--- src/rtl/branch_predict_unit_if.sv ---
// rtl/branch_predict_unit_if.sv - fetch/execute signal bundle for branch_predict_unit
interface branch_predict_unit_if #(
    parameter int PC_W = 9
);
    logic [PC_W-1:0] if_pc;
    logic            pred_taken;
    logic [31:0]     pred_target;
    logic [31:0]     pc_four;

    logic            ex_valid;
    logic [PC_W-1:0] ex_pc;
    logic [31:0]     ex_imm;
    logic            ex_branch;
    logic            ex_jump;
    logic            ex_jalr;
    logic [31:0]     ex_alu_result;
    logic            ex_pred_taken;
    logic [31:0]     ex_pred_target;
    logic            flag_halt;

    logic            redirect;
    logic [31:0]     redirect_pc;
    logic            halted;

    modport master (
        output if_pc, ex_valid, ex_pc, ex_imm, ex_branch, ex_jump, ex_jalr,
               ex_alu_result, ex_pred_taken, ex_pred_target, flag_halt,
        input  pred_taken, pred_target, pc_four, redirect, redirect_pc, halted
    );

    modport slave (
        input  if_pc, ex_valid, ex_pc, ex_imm, ex_branch, ex_jump, ex_jalr,
               ex_alu_result, ex_pred_taken, ex_pred_target, flag_halt,
        output pred_taken, pred_target, pc_four, redirect, redirect_pc, halted
    );
endinterface

--- src/rtl/branch_predict_unit.sv ---
// rtl/branch_predict_unit.sv - direct-mapped BTB with 2-bit counters, EX resolution and sticky halt
module branch_predict_unit #(
    parameter int PC_W  = 9,
    parameter int IDX_W = 4,
    parameter int CNT_W = 16
) (
    input  logic                 clk,
    input  logic                 rst_n,
    branch_predict_unit_if.slave bpu,
    output logic [CNT_W-1:0]     branch_cnt,
    output logic [CNT_W-1:0]     mispredict_cnt
);
    localparam int ENTRIES = 1 << IDX_W;
    localparam int TAG_W   = PC_W - IDX_W - 2;

    logic [ENTRIES-1:0] valid_q;
    logic [ENTRIES-1:0] jmp_q;
    logic [TAG_W-1:0]   tag_q    [ENTRIES];
    logic [PC_W-1:0]    target_q [ENTRIES];
    logic [1:0]         ctr_q    [ENTRIES];

    logic               halted_q;
    logic [31:0]        halt_pc_q;

    logic [IDX_W-1:0]   if_idx;
    logic               if_hit;
    logic [IDX_W-1:0]   ex_idx;
    logic [TAG_W-1:0]   ex_tag;
    logic               ex_hit;
    logic [31:0]        if_pc32;
    logic [31:0]        ex_pc32;
    logic [31:0]        actual_target;
    logic               actual_taken;
    logic               mispredict;
    logic               halt_active;
    logic               upd_en;
    logic [1:0]         ctr_next;

    assign if_pc32 = {{(32-PC_W){1'b0}}, bpu.if_pc};
    assign ex_pc32 = {{(32-PC_W){1'b0}}, bpu.ex_pc};

    // Fetch-side lookup reads registered state only, so a same-cycle update is not visible
    assign if_idx          = bpu.if_pc[IDX_W+1:2];
    assign if_hit          = valid_q[if_idx] && (tag_q[if_idx] == bpu.if_pc[PC_W-1:IDX_W+2]);
    assign bpu.pred_taken  = if_hit && (jmp_q[if_idx] || ctr_q[if_idx][1]);
    assign bpu.pred_target = if_hit ? {{(32-PC_W){1'b0}}, target_q[if_idx]} : 32'd0;
    assign bpu.pc_four     = if_pc32 + 32'd4;

    assign ex_idx        = bpu.ex_pc[IDX_W+1:2];
    assign ex_tag        = bpu.ex_pc[PC_W-1:IDX_W+2];
    assign ex_hit        = valid_q[ex_idx] && (tag_q[ex_idx] == ex_tag);
    assign actual_target = bpu.ex_jalr ? {bpu.ex_alu_result[31:1], 1'b0} : ex_pc32 + bpu.ex_imm;
    assign actual_taken  = bpu.ex_jump || (bpu.ex_branch && bpu.ex_alu_result[0]);
    assign mispredict    = (actual_taken != bpu.ex_pred_taken) ||
                           (actual_taken && (actual_target != bpu.ex_pred_target));
    assign halt_active   = bpu.flag_halt || halted_q;
    assign upd_en        = bpu.ex_valid && !halt_active;
    assign bpu.halted    = halted_q;

    always_comb begin
        ctr_next = ctr_q[ex_idx];
        if (actual_taken) begin
            if (ctr_q[ex_idx] != 2'b11) ctr_next = ctr_q[ex_idx] + 2'd1;
        end else begin
            if (ctr_q[ex_idx] != 2'b00) ctr_next = ctr_q[ex_idx] - 2'd1;
        end
    end

    // On the first halt cycle the stored PC is not yet captured, so ex_pc is forwarded
    always_comb begin
        bpu.redirect    = 1'b0;
        bpu.redirect_pc = 32'd0;
        if (halt_active) begin
            bpu.redirect    = 1'b1;
            bpu.redirect_pc = halted_q ? halt_pc_q : ex_pc32;
        end else if (bpu.ex_valid && mispredict) begin
            bpu.redirect    = 1'b1;
            bpu.redirect_pc = actual_taken ? actual_target : ex_pc32 + 32'd4;
        end
    end

    always_ff @(posedge clk or negedge rst_n) begin
        if (!rst_n) begin
            valid_q <= '0;
            jmp_q   <= '0;
            for (int i = 0; i < ENTRIES; i++) begin
                tag_q[i]    <= '0;
                target_q[i] <= '0;
                ctr_q[i]    <= 2'b00;
            end
        end else if (upd_en) begin
            if (bpu.ex_jump) begin
                valid_q[ex_idx]  <= 1'b1;
                tag_q[ex_idx]    <= ex_tag;
                target_q[ex_idx] <= actual_target[PC_W-1:0];
                jmp_q[ex_idx]    <= 1'b1;
                ctr_q[ex_idx]    <= 2'b11;
            end else if (bpu.ex_branch) begin
                if (ex_hit) begin
                    ctr_q[ex_idx] <= ctr_next;
                    if (actual_taken) target_q[ex_idx] <= actual_target[PC_W-1:0];
                end else if (actual_taken) begin
                    valid_q[ex_idx]  <= 1'b1;
                    tag_q[ex_idx]    <= ex_tag;
                    target_q[ex_idx] <= actual_target[PC_W-1:0];
                    jmp_q[ex_idx]    <= 1'b0;
                    ctr_q[ex_idx]    <= 2'b10;
                end
            end else if (ex_hit) begin
                valid_q[ex_idx] <= 1'b0;
            end
        end
    end

    always_ff @(posedge clk or negedge rst_n) begin
        if (!rst_n) begin
            halted_q  <= 1'b0;
            halt_pc_q <= 32'd0;
        end else if (bpu.flag_halt && !halted_q) begin
            halted_q  <= 1'b1;
            halt_pc_q <= ex_pc32;
        end
    end

    always_ff @(posedge clk or negedge rst_n) begin
        if (!rst_n) begin
            branch_cnt     <= '0;
            mispredict_cnt <= '0;
        end else if (!halt_active) begin
            if (upd_en && (bpu.ex_branch || bpu.ex_jump) && (branch_cnt != '1))
                branch_cnt <= branch_cnt + 1'b1;
            if (bpu.ex_valid && mispredict && (mispredict_cnt != '1))
                mispredict_cnt <= mispredict_cnt + 1'b1;
        end
    end
endmodule
--- src/flat_wrapper.sv ---
// flat-port wrapper written by rule: the top's interface ports become plain ports
module branch_predict_unit_flat 
#(
    parameter int PC_W  = 9,
    parameter int IDX_W = 4,
    parameter int CNT_W = 16
)
  (clk, rst_n, branch_cnt, mispredict_cnt, bpu_if_pc, bpu_ex_valid, bpu_ex_pc, bpu_ex_imm, bpu_ex_branch, bpu_ex_jump, bpu_ex_jalr, bpu_ex_alu_result, bpu_ex_pred_taken, bpu_ex_pred_target, bpu_flag_halt, bpu_pred_taken, bpu_pred_target, bpu_pc_four, bpu_redirect, bpu_redirect_pc, bpu_halted);
  branch_predict_unit_if #(.PC_W(PC_W)) bpu_i ();
  input  logic clk;
  input  logic rst_n;
  output logic [CNT_W-1:0] branch_cnt;
  output logic [CNT_W-1:0] mispredict_cnt;
  input wire logic [$bits(bpu_i.if_pc)-1:0] bpu_if_pc;
  input wire logic [$bits(bpu_i.ex_valid)-1:0] bpu_ex_valid;
  input wire logic [$bits(bpu_i.ex_pc)-1:0] bpu_ex_pc;
  input wire logic [$bits(bpu_i.ex_imm)-1:0] bpu_ex_imm;
  input wire logic [$bits(bpu_i.ex_branch)-1:0] bpu_ex_branch;
  input wire logic [$bits(bpu_i.ex_jump)-1:0] bpu_ex_jump;
  input wire logic [$bits(bpu_i.ex_jalr)-1:0] bpu_ex_jalr;
  input wire logic [$bits(bpu_i.ex_alu_result)-1:0] bpu_ex_alu_result;
  input wire logic [$bits(bpu_i.ex_pred_taken)-1:0] bpu_ex_pred_taken;
  input wire logic [$bits(bpu_i.ex_pred_target)-1:0] bpu_ex_pred_target;
  input wire logic [$bits(bpu_i.flag_halt)-1:0] bpu_flag_halt;
  output wire logic [$bits(bpu_i.pred_taken)-1:0] bpu_pred_taken;
  output wire logic [$bits(bpu_i.pred_target)-1:0] bpu_pred_target;
  output wire logic [$bits(bpu_i.pc_four)-1:0] bpu_pc_four;
  output wire logic [$bits(bpu_i.redirect)-1:0] bpu_redirect;
  output wire logic [$bits(bpu_i.redirect_pc)-1:0] bpu_redirect_pc;
  output wire logic [$bits(bpu_i.halted)-1:0] bpu_halted;
  assign bpu_i.if_pc = bpu_if_pc;
  assign bpu_i.ex_valid = bpu_ex_valid;
  assign bpu_i.ex_pc = bpu_ex_pc;
  assign bpu_i.ex_imm = bpu_ex_imm;
  assign bpu_i.ex_branch = bpu_ex_branch;
  assign bpu_i.ex_jump = bpu_ex_jump;
  assign bpu_i.ex_jalr = bpu_ex_jalr;
  assign bpu_i.ex_alu_result = bpu_ex_alu_result;
  assign bpu_i.ex_pred_taken = bpu_ex_pred_taken;
  assign bpu_i.ex_pred_target = bpu_ex_pred_target;
  assign bpu_i.flag_halt = bpu_flag_halt;
  assign bpu_pred_taken = bpu_i.pred_taken;
  assign bpu_pred_target = bpu_i.pred_target;
  assign bpu_pc_four = bpu_i.pc_four;
  assign bpu_redirect = bpu_i.redirect;
  assign bpu_redirect_pc = bpu_i.redirect_pc;
  assign bpu_halted = bpu_i.halted;
  branch_predict_unit #(.PC_W(PC_W), .IDX_W(IDX_W), .CNT_W(CNT_W)) u_core (.clk(clk), .rst_n(rst_n), .bpu(bpu_i), .branch_cnt(branch_cnt), .mispredict_cnt(mispredict_cnt));
endmodule
--- config.mk ---
export PLATFORM = sky130hd
export DESIGN_NAME = branch_predict_unit_flat
export DESIGN_NICKNAME = d
export VERILOG_FILES = /design/src/rtl/branch_predict_unit_if.sv /design/src/rtl/branch_predict_unit.sv /design/src/flat_wrapper.sv
export SDC_FILE = /design/constraint.sdc
export NUM_CORES = 1
export LEC_CHECK = 0
export ABC_AREA = 1
export CAP_MARGIN = 20
export CORE_MARGIN = 1
export CORE_UTILIZATION = 30
export CTS_BUF_LIST = sky130_fd_sc_hd__clkbuf_4 sky130_fd_sc_hd__clkbuf_8
export CTS_CLUSTER_SIZE = 40
export DETAILED_ROUTE_END_ITERATION = 8
export PLACE_DENSITY = 0.46
export SLEW_MARGIN = 20
export SYNTH_ARGS = -nofsm -noshare
export SYNTH_HDL_FRONTEND = slang
export SYNTH_SLANG_ARGS = --single-unit
--- constraint.sdc ---
create_clock -name clk -period 8.76 [get_ports clk]
set_clock_uncertainty 0.1 [all_clocks]
set_input_delay 1.752 -clock clk [delete_from_list [all_inputs] [get_ports clk]]
set_output_delay 1.752 -clock clk [all_outputs]
set_load 0.1 [all_outputs]
== Word level (Yosys, flattened, before mapping) ==
Index checks and enable logic that the tools add are counted.

* Flip-flop bits (word level): 298
* Output and inout bits: 131
* Logic and storage cells: 182
* Input port bits: 122

* Eq/ne operators: 9
* Order comparisons: 6
* $add $sub $neg: 7
* Bitwise gates (word level): 12
* Mux-type cells: 63
* Reductions and logical operators: 31

{| class="wikitable"
|+ Operators with widths
! cell !! number
|-
| $mux W144 || 3
|-
| $mux W32 || 8
|-
| $mux W48 || 4
|-
| $bwmux W144 || 1
|-
| $mux W16 || 9
|-
| $and A16 B16 Y16 || 3
|-
| $bwmux W48 || 1
|-
| $or A16 B16 Y16 || 3
|-
| $mux W9 || 5
|-
| $bmux W9 S4 || 1
|-
| $demux W9 S4 || 1
|-
| $add A16 B1 Y16 const B || 2
|-
| $add A9 B32 Y32 || 1
|-
| $bwmux W32 || 1
|-
| $ne A16 B16 Y1 const B || 2
|-
| $ne A32 B32 Y1 || 1
|-
| $not A16 Y16 || 2
|-
| $or A32 B32 Y32 || 1
|-
| $bmux W3 S4 || 2
|-
| $add A9 B3 Y10 const B || 2
|-
| $bmux W2 S4 || 2
|-
| $mux W2 || 8
|-
| $mux W3 || 5
|-
| $logic_and A1 B1 Y1 || 13
|-
| 24 further kinds || 47
|}

== Longest topological paths before layout ==
* Word-level depth: 11
* Gate-level depth with buffers: 24
* Gate-level depth less buffers: 23

== Worst setup path before layout ==
Ideal clock, no wire load.

* Path kind: input -> output
* Start: in bpu_ex_imm[0]
* End: out bpu_redirect_pc[9]
* Data required time: 6,908 ps
* Cell stages on the path: 23
* Arrival: 5,911 ps
* Setup slack: 997 ps
* Buffers on the path: 1
* Cell sequence: ha_1 inv_1 fa_1 inv_1 nand3_1 nand2_1 nand3_1 nand3_2 nand2_1 nand2_1 nand3_1 nand2_1 nand2_1 nand2_1 inv_1 nand2_1 nor2_2 nand3_2 inv_1 nand2_2 nand2_1 buf_2 nor3b_1

* Longest elaborated chain between the ends: 8
* Elaborated cells on any way between the ends: 9
* Those cells by class: add/sub: 1; eq/ne: 1; mux: 4; reduce/logical: 3

{| class="wikitable"
|+ RTL lines
! element !! line !! text
|-
| from (decl) || flat_wrapper.sv:17 || <nowiki>input wire logic [$bits(bpu_i.ex_imm)-1:0] bpu_ex_imm;</nowiki>
|-
| $add A9 B32 Y32 * || branch_predict_unit.sv:52 || <nowiki>assign actual_target = bpu.ex_jalr ? {bpu.ex_alu_result[31:1], 1'b0} : ex_pc32 + bpu.ex_imm;</nowiki>
|-
| $mux W32 * || branch_predict_unit.sv:52 ||
|-
| $ne A32 B32 Y1 || branch_predict_unit.sv:55 || <nowiki>(actual_taken && (actual_target != bpu.ex_pred_target));</nowiki>
|-
| $logic_and A1 B1 Y1 || branch_predict_unit.sv:55 ||
|-
| $logic_or A1 B1 Y1 || branch_predict_unit.sv:54 || <nowiki>assign mispredict = (actual_taken != bpu.ex_pred_taken) ||</nowiki>
|-
| $logic_and A1 B1 Y1 || branch_predict_unit.sv:76 || <nowiki>end else if (bpu.ex_valid && mispredict) begin</nowiki>
|-
| $mux W32 * || branch_predict_unit.sv:76 ||
|-
| $mux W32 * || branch_predict_unit.sv:73 || <nowiki>if (halt_active) begin</nowiki>
|-
| to (decl) || flat_wrapper.sv:29 || <nowiki>output wire logic [$bits(bpu_i.redirect_pc)-1:0] bpu_redirect_pc;</nowiki>
|}

Every way passes the cells marked *; elsewhere a longest branch is shown, timed or not.

== Final worst setup path ==
* Start: in bpu_ex_pc[0]
* End: out bpu_redirect_pc[6]

* Longest elaborated chain between the ends: 8
* Elaborated cells on any way between the ends: 10
* Those cells by class: add/sub: 2; eq/ne: 1; mux: 4; reduce/logical: 3

{| class="wikitable"
|+ RTL lines
! element !! line !! text
|-
| from (decl) || flat_wrapper.sv:16 || <nowiki>input wire logic [$bits(bpu_i.ex_pc)-1:0] bpu_ex_pc;</nowiki>
|-
| $add A9 B32 Y32 || branch_predict_unit.sv:52 ||
|-
| $mux W32 || branch_predict_unit.sv:52 ||
|-
| $ne A32 B32 Y1 || branch_predict_unit.sv:55 ||
|-
| $logic_and A1 B1 Y1 || branch_predict_unit.sv:55 ||
|-
| $logic_or A1 B1 Y1 || branch_predict_unit.sv:54 ||
|-
| $logic_and A1 B1 Y1 || branch_predict_unit.sv:76 ||
|-
| $mux W32 * || branch_predict_unit.sv:76 ||
|-
| $mux W32 * || branch_predict_unit.sv:73 ||
|}

Marked as above.

==> qor.txt <==
Worst EP arrival: 5840 ps
Worst path max stage delay: 530 ps
Wirelength per Cell: 19.4 um
I/O pin total: 253
Avg Inst Size Synth: 7.05 um^2
Clk pin slew, worst setup/hold paths: 60 ps
Crit. End Element: primary output
Detailed-route via count: 19373
Max IR drop VDD: 0.000108 V
Initial antenna violation count: 2
Row cnt: 92
Most frequent CP cell: nor2_1
Final Hold Viols: 0
Cell Chain, Critical Path: clkdlybuf4s50_1 -> ha_1 -> inv_1 -> fa_1 -> or2_1 -> nand3_1 -> nand2_1 -> nor2_1 -> nand2_1 -> nor2_1 -> o21ai_1 -> nor2_2 -> nand3_1 -> nor2_1 -> nand4_1 -> nor2_1 -> nand2_2 -> nand2_1 -> o21ai_0 -> buf_12
Post-synthesis cell type count: 58
Clock root cell: clkbuf_8
Clock sinks: 298
Detailed placer's ending HPWL: 51100 um
Slew headroom: 0.291
Cts hold-fix bufs: 0
Final setup viols: 0
Longest Clk Path Bufs: 3
Starting Density: 0.306
H-tree Lvls: 2
WS Path Type: in2out
Delay-heaviest family, CP: simple AND/OR/NAND/NOR gates
Final setup TNS: 0 ps
Die area: 65600 um^2
Worst path bufs/invs: 3
Critical path launch point type: primary input
Seq cells post-synth: 298
First-pass GRT wire length: 113000 um
CP Launch Point: bpu_ex_pc[0]
DRC violations left: 0
Total CTS buffers: 57
RSZ-0062 raised after global routing: no
Die H: 256 um
Area grow syn2layout: 22.0%
Worst Hold Class: reg2reg
Total gr overflow: 0
Maximum number of pins on one net before global-route repair: 92
Number of setup buffers added after CTS: 0
Most common cell after layout, fill and taps aside: nand2_1
Cells after Synth: 2748
Worst-Margin Slew: 1060 ps
Leak Pwr: 10.7 nW
Status: finished clean
Worst-Skew Late Latency: 680 ps
Final Cycle Share: 0.878
WL final: 73900 um
Post-synth EDFFs: 0
Design Area, Final: 23600 um^2
Cts repair resizes: 0
CTS tree: yes
Cell Area, Synth: 19400 um^2
CP required: 6910 ps
Iter 0 DRT Violations: 1509
YS warnings: 0
Number of global-route vias before repair: 18873
Final Critical Period: 7690 ps
Post-synth ARST share: 1.00
Routed vias/inst: 5.09
Max cap viols: 0
Crit Path Max Fanout: 11
Most frequent cells in the layout: 805 x nand2_1, 356 x o21ai_0, 298 x dfrtp_1
Routed Antenna Nets: 0
Hold_sp: u_core.target_q[99]
FILL cells: 6670
Die width: 256 um
Sequential fraction of the synthesis area: 0.385
Pwr dens: 156 nW/um^2
Layout cell share with drive strength beyond 1: 0.108
Pre-antenna DRT Iters: 5
Fmax: 130 MHz
Fin. max-slew vios: 0
Reg2reg start: u_core.tag_q[26]
Predominant post-synthesis flop cell: dfrtp_1
Placed Instance Area: 22400 um^2
Final GP Congestion: 0.949
Crit-path slowest cell: clkdlybuf4s50_1
Total GRT Usage: 0.221
Input/output buffers: 203
Core box area: 63400 um^2
Number of nets in the layout: 3053
## cell families (layout without fill, tap and decap cells)
group | count (synthesis) | after routing | share of synthesized area
AO/OA/AOI/OAI | 647 | 647 | 0.192
adder cells (fa/ha/maj) | 17 | 17 | 0.0114
XOR/XNOR | 36 | 36 | 0.0163
AND/OR/NAND/NOR | 1318 | 1318 | 0.295
buffers and inverters | 431 | 599 | 0.100
flip-flops | 298 | 298 | 0.385
other | 1 | 46 | 0.000194
## metal layers
metal	up-vias	track usage	wire, um
met3	131	0.0414	5040
met1	9253	0.296	32900
li1	9320	-	-
met5	-	0	0
met2	669	0.354	33800
met4	0	0.0765	2230
## synthesized netlist by cell type (3+ instances only)
cell type / n / area, um^2
nand2_1: 805 / 3020
o21ai_0: 356 / 1780
dfrtp_1: 298 / 7460
inv_1: 241 / 905
nand3_1: 174 / 871
nor2_1: 159 / 597
a21oi_1: 135 / 676
clkbuf_1: 87 / 327
buf_4: 53 / 398
nand4_1: 34 / 213
nand2_2: 30 / 188
o211ai_1: 27 / 203
xor2_1: 27 / 236
nor2_2: 25 / 156
o21ai_1: 25 / 125
or2_2: 24 / 150
buf_2: 23 / 115
nand3b_1: 21 / 158
nor3_1: 19 / 95.1
o22ai_1: 18 / 113
ha_1: 16 / 200
a221oi_1: 14 / 123
a31oi_1: 11 / 68.8
a22oi_1: 10 / 75.1
a21oi_2: 9 / 78.8
inv_2: 9 / 33.8
xnor2_1: 9 / 78.8
a32o_1: 8 / 80.1
buf_6: 8 / 90.1
a31oi_4: 7 / 149
nand3_2: 7 / 70.1
buf_1: 6 / 22.5
o31ai_1: 5 / 37.5
nor2_4: 4 / 45.0
nor4_1: 4 / 25.0
o2111ai_1: 4 / 35.0
o32ai_1: 4 / 35.0
a31oi_2: 3 / 37.5
## area by class of cell
| class | count | area, um^2 | share of cell area |
|---|---|---|---|
| Antenna cell | 1 | 2.50 | 0.000106 |
| Tap cell | 846 | 1060 | 0.0448 |
| Clock buffer | 98 | 1200 | 0.0507 |
| Inverter | 251 | 942 | 0.0398 |
| Timing Repair Buffer | 243 | 2760 | 0.117 |
| Sequential cell | 298 | 7460 | 0.315 |
| Multi-Input combinational cell | 2063 | 10100 | 0.429 |
| Clock inverter | 7 | 85.1 | 0.00360 |
## tightest hold or removal path, stage by stage, from the launching register on
cell and delay [ps]:
dfrtp_1 340, nand2_1 50, nand2_1 50
## report_power, final
| group | switching (mW) | internal, mW |
|---|---|---|
| logic | 0.527 | 0.194 |
| clock network | 0.651 | 0.887 |
| registers | 0.0172 | 1.40 |
| total | 1.19 | 2.48 |
## path summary, 6_finish.rpt
kind,to,slack (ps),cells past startpoint
max,bpu_redirect_pc[6],1070,20
min,u_core.target_q[99],380,2
max reg2reg,u_core.tag_q[46],4910,14
min reg2reg,u_core.target_q[99],380,2
max in group asynchronous,u_core.target_q[93],5640,3
min in group asynchronous,u_core.tag_q[44],1000,1
## through the flow
step	std cells	util	hold WS, ps	worst slack (ps)	power, mW
final	3807	0.373	375	1070	3.68
after global routing	3807	0.373	397	698	3.83
after CTS	3806	0.373	377	1060	3.72
after detailed placement	3701	0.353	363	1080	2.17
after global placement	3701	0.353	355	1130	2.16
after floorplan	2792	-	342	997	1.91
Power figures use the tool's default switching activity.
